## config.mk

```make
export PLATFORM = sky130hd
export DESIGN_NAME = input_scheduler
export DESIGN_NICKNAME = d
export VERILOG_FILES = /design/src/rtl/input_scheduler.sv
export SDC_FILE = /design/constraint.sdc
export NUM_CORES = 1
export LEC_CHECK = 0
export BUFFER_PORTS_ARGS = -buffer_cell sky130_fd_sc_hd__buf_2
export CORE_AREA = 2 2 74 76
export CTS_CLUSTER_DIAMETER = 60
export CTS_CLUSTER_SIZE = 30
export DETAILED_ROUTE_END_ITERATION = 7
export DIE_AREA = 0 0 76 78
export PLACE_DENSITY_LB_ADDON = 0.2
export SETUP_SLACK_MARGIN = 0.02
export SYNTH_ARGS = -nofsm -noshare
export SYNTH_HDL_FRONTEND = slang
export SYNTH_SLANG_ARGS = --single-unit
```

## constraint.sdc

```tcl
create_clock -name Clk -period 3.81 [get_ports Clk]
set_input_delay 0.381 -clock Clk [delete_from_list [all_inputs] [get_ports Clk]]
set_output_delay 0.381 -clock Clk [all_outputs]
set_load 0.05 [all_outputs]
```

## src/rtl/input_scheduler.sv

```systemverilog
// input_scheduler: turns key levels, frame strobe, gravity and lock timing into
// one game command at a time, offered to the board FSM over a valid/ack handshake.
module input_scheduler #(
  parameter int CNT_W       = 6,
  parameter int DAS_FRAMES  = 10,
  parameter int ARR_FRAMES  = 2,
  parameter int LOCK_FRAMES = 30,
  parameter int SOFT_PERIOD = 2
) (
  input  logic             Clk,
  input  logic             RESET,
  input  logic             frame_tick,
  input  logic             enable,
  input  logic             key_left,
  input  logic             key_right,
  input  logic             key_down,
  input  logic             key_rotl,
  input  logic             key_rotr,
  input  logic             key_hold,
  input  logic             ground,
  input  logic [CNT_W-1:0] gravity_period,
  input  logic             cmd_ack,
  output logic             cmd_valid,
  output logic [2:0]       cmd
);
  typedef enum logic [1:0] {S_IDLE, S_ISSUE, S_GAP} state_t;
  localparam logic [CNT_W-1:0] ONE    = CNT_W'(1);
  localparam logic [CNT_W-1:0] DAS_N  = CNT_W'(DAS_FRAMES);
  localparam logic [CNT_W-1:0] ARR_N  = CNT_W'(ARR_FRAMES);
  localparam logic [CNT_W-1:0] LOCK_N = CNT_W'(LOCK_FRAMES);
  localparam logic [CNT_W-1:0] SOFT_N = CNT_W'(SOFT_PERIOD);
  state_t state_q, state_d;
  // pending flags are indexed by command code
  logic [7:1] pend_q, pend_d, set, clr;
  logic [4:0] keys, edges, keys_q, keys_d;
  logic [CNT_W-1:0] das_q, das_d, arr_q, arr_d, grav_q, grav_d, lock_q, lock_d, period;
  logic valid_q, valid_d, ack, lock_ack, rep, fall, lock_ev;
  logic [2:0] cmd_q, cmd_d, sel;

  function automatic logic [CNT_W-1:0] inc(input logic [CNT_W-1:0] v);
    return &v ? v : v + ONE;
  endfunction

  assign keys = {key_hold, key_rotr, key_rotl, key_right, key_left};
  assign edges = keys & ~keys_q;
  assign period = key_down ? SOFT_N : (gravity_period == '0 ? ONE : gravity_period);
  assign ack = cmd_ack & valid_q;
  assign lock_ack = ack & (cmd_q == 3'd7);
  assign sel = pend_q[7] ? 3'd7 : pend_q[5] ? 3'd5 : pend_q[3] ? 3'd3 : pend_q[4] ? 3'd4 :
               pend_q[1] ? 3'd1 : pend_q[2] ? 3'd2 : 3'd6;
  assign set = {lock_ev, fall, edges[4:2], edges[1] | (rep & key_right), edges[0] | (rep & key_left)};
  assign cmd_valid = valid_q;
  assign cmd = cmd_q;

  always_comb begin
    das_d = das_q;
    arr_d = arr_q;
    grav_d = grav_q;
    lock_d = lock_q;
    rep = 1'b0;
    fall = 1'b0;
    lock_ev = 1'b0;
    if (!(key_left ^ key_right)) begin
      das_d = '0;
      arr_d = '0;
    end else if (frame_tick && das_q != DAS_N) begin
      das_d = inc(das_q);
      rep = das_d == DAS_N;
    end else if (frame_tick) begin
      arr_d = inc(arr_q);
      rep = arr_d >= ARR_N;
      arr_d = rep ? '0 : arr_d;
    end
    if (ground) grav_d = '0;
    else if (frame_tick) begin
      grav_d = inc(grav_q);
      fall = grav_d >= period;
      grav_d = fall ? '0 : grav_d;
    end
    if (!ground) lock_d = '0;
    else if (frame_tick) begin
      lock_d = inc(lock_q);
      lock_ev = lock_d == LOCK_N;
    end
    // a successful shift or rotate on the ground buys a fresh lock delay
    if (ack && ground && cmd_q <= 3'd4) lock_d = '0;
    if (lock_ack || !enable) begin
      das_d = '0;
      arr_d = '0;
      grav_d = '0;
      lock_d = '0;
    end
  end

  always_comb begin
    for (int i = 1; i <= 7; i++) clr[i] = lock_ack | (ack & (cmd_q == 3'(i)));
    pend_d = enable ? (pend_q & ~clr) | set : '0;
    keys_d = keys;
    state_d = state_q;
    valid_d = valid_q;
    cmd_d = cmd_q;
    if (state_q == S_ISSUE) begin
      if (ack) begin
        state_d = S_GAP;
        valid_d = 1'b0;
        cmd_d = '0;
      end
    end else begin
      state_d = |pend_q ? S_ISSUE : S_IDLE;
      valid_d = |pend_q;
      cmd_d = |pend_q ? sel : 3'd0;
    end
    if (!enable) begin
      state_d = S_IDLE;
      valid_d = 1'b0;
      cmd_d = '0;
    end
  end

  always_ff @(posedge Clk) begin
    if (RESET) begin
      state_q <= S_IDLE;
      pend_q <= '0;
      keys_q <= '0;
      das_q <= '0;
      arr_q <= '0;
      grav_q <= '0;
      lock_q <= '0;
      valid_q <= 1'b0;
      cmd_q <= '0;
    end else begin
      state_q <= state_d;
      pend_q <= pend_d;
      keys_q <= keys_d;
      das_q <= das_d;
      arr_q <= arr_d;
      grav_q <= grav_d;
      lock_q <= lock_d;
      valid_q <= valid_d;
      cmd_q <= cmd_d;
    end
  end
endmodule

```

==> flow_metrics.py <==
metrics = {
    "run_status": {
        "outcome": "finished clean",
    },
    "cts": {
        "cts_made_buffers": 5,
        "cts.path.max_buffers": 2,
        "cts-root-buf": "clkbuf_8",
        "post_cts_resized": 0,
        "cts_sinks": 41,
        "cts.clk_slew.worst_paths_ps": 90,
        "cts_hold_buf": 0,
        "cts_tree": "built",
        "cts_setup_buffers": 0,
        "htree_levels": 2,
        "clk_latency_ps": 300,
    },
    "timing": {
        "period_needed_ps": 3043,
        "fin_crit_sh": 0.7988,
        "finalHoldViolCount": 0,
        "tightest_slew_ps": 630.5,
        "timing.final.ws_setup_ps": 766.6,
        "fin_skew_ps": 13.17,
        "rsz0062_at_grt": "no",
        "fin_setup_tns_ps": 0,
        "max_freq_mhz": 328.6,
        "setup_violations": 0,
        "relSlewSlack": 0.5769,
        "whs_ps": 293.8,
        "drv_slew": 0,
    },
    "setup_path": {
        "worstPathArrival_ps": 3240,
        "r2r_slack_ps": 770,
        "crit_path_max_fanout": 6,
        "path_class": "reg -> reg",
        "required_ps": 4010,
        "cp-start-kind": "register",
        "cp-end-kind": "register",
    },
    "yosys": {
        "synth_edf_count": 0,
        "synthTopCellsByCount": "41 x dfxtp_1, 25 x a21oi_1, 23 x nor2_1",
        "synthesis.nets": 303,
        "synth_top_cell_by_area": "dfxtp_1",
        "ys_seq_area_frac": 0.3596,
        "syn-cell-area_sq_um": 2282,
        "synth_most_common_cell": "dfxtp_1",
        "synth_ff_type": "dfxtp_1",
        "ys_async_sr_fraction": 0,
        "ys_seq_elements": 41,
        "synth_area_leaders": "dfxtp_1 36%, ha_1 7.1%, a21oi_1 5.5%, xnor2_1 4.2%, nor2b_1 3.8%",
        "synth_area_per_cell_sq_um": 8.390,
        "synth_warnings": 0,
        "yosysTopAreaCellShare": 0.3596,
        "synth.distinct_cells": 48,
        "syn_inst": 272,
    },
    "power_and_ir_drop": {
        "power_density_nw_per_um2": 325.8,
        "p_leak_nw": 0.9693,
        "peakVddDrop_v": 0.0001231,
        "finalPower_uw": 824.4,
    },
    "final_layout": {
        "antenna_cells": 0,
        "area_delta_synth_final_pct": 10.86,
        "fillers": 518,
        "num-nets-final": 321,
        "final_util": 0.5017,
        "multiInputGateArea_sq_um": 1385,
        "regArea_sq_um": 820.8,
        "layout-drive-gt1-share": 0.1134,
    },
    "floorplan": {
        "initial_core_util": 0.4526,
        "die_h_microns": 78,
        "core_sq_um": 5042,
        "ios": 22,
        "die-area_sq_um": 5928,
        "num_rows": 26,
        "die_w_microns": 76,
    },
    "grt": {
        "grt_pass1_vias": 1802,
        "gr-total-overflow": 0,
        "antenna_found_initial": 0,
        "grt_max_degree": 30,
        "track_usage": 0.1611,
        "grt_first_pass_wirelength_mm": 7.928,
    },
    "placement": {
        "hpwl_mm": 3.255,
        "port_buffers": 21,
        "place.gp.congestion": 0.7880,
        "post-place-ws_ps": 773.3,
    },
    "drt": {
        "drc": 0,
        "postRouteAntennaNets": 0,
        "first_iter_violations": 94,
        "wl_met3_microns": 151,
        "wl_met2_mm": 2.001,
        "routed_wl_mm": 4.366,
        "wire_per_inst_microns": 12.09,
        "avgViaCountPerCell": 5.366,
        "wl_met1_mm": 2.186,
        "highest_layer": "met4",
        "vias": 1937,
        "drt_pass1_iterations": 4,
    },
    "min_path": {
        "hp-class": "in -> reg",
    },
    "flow_run": {
        "cap_violations": 0,
    },
}
## layer usage
metal / up-vias / track usage
met5: - / 0
met4: 0 / 0.05091
met3: 2 / 0.03953
met2: 36 / 0.2661
met1: 887 / 0.2080
li1: 1012 / -
## sequential cells by signal (all words and copies together) (netlist names), named ones only
register and count:
lock_q 5, arr_q 6, das_q 5, keys_q 5, grav_q 6, cmd 3, pend_q 7, state_q 2
## per-stage QoR
stage | instances | area (sq um)
2_1_floorplan | 272 | 2282
3_5_place_dp | 353 | 2436
4_1_cts | 361 | 2530
6_report | 361 | 2530
5_1_grt | 361 | 2530
3_3_place_gp | 353 | 2436
## layout make-up
class,instances,share of cell area
clock buffers,5,0.02720
clock inverters,3,0.009891
inverters,10,0.01484
multi-input cells,211,0.5475
flip-flops and latches,41,0.3244
well taps,70,0.03462
repair buffers,21,0.04154
## cells in the final DEF (no fill, tap or decap), types with 10 or more instances in the layout
master	count
inv_1	10
ha_1	13
xnor2_1	11
a21oi_1	25
nand2b_1	11
nor2b_1	14
nand3_1	10
nand2_1	20
buf_2	21
dfxtp_1	41
nor2_1	23
## final timing paths
kind / depth (start not counted) / endpoint / startpoint
worst min-delay path: 2 / keys_q[4]$_SDFF_PP0_ / key_hold
worst min register to register: 1 / state_q[1]$_SDFFE_PP0P_ / state_q[1]$_SDFFE_PP0P_
worst max-delay path: 9 / grav_q[0]$_SDFFE_PP0P_ / grav_q[0]$_SDFFE_PP0P_
worst max register to register: 9 / grav_q[0]$_SDFFE_PP0P_ / grav_q[0]$_SDFFE_PP0P_
## critical path, cell delays in order (launching register included)
cell	delay [ps]
dfxtp_1	420
ha_1	230
and3_1	200
nand3_1	220
mux2_2	360
ha_1	290
a2111oi_0	510
o31ai_1	200
or4_1	420
o311ai_1	90
## power breakdown
part | switching, mW | internal [mW]
Clock | 0.163 | 0.132
Combinational | 0.0487 | 0.0331
Sequential | 0.00974 | 0.438
## cell families after synthesis
kind of cell | after synthesis | share of synthesized area
AOI/OAI and AO/OA | 66 | 0.1913
xor gates and xnor gates | 13 | 0.04989
adders and majority gates | 13 | 0.07127
buffers and inverters | 20 | 0.03344
DFF | 41 | 0.3597
muxes | 3 | 0.01425
and+or+nand+nor | 116 | 0.2802
(Power assumes the default switching activity.)
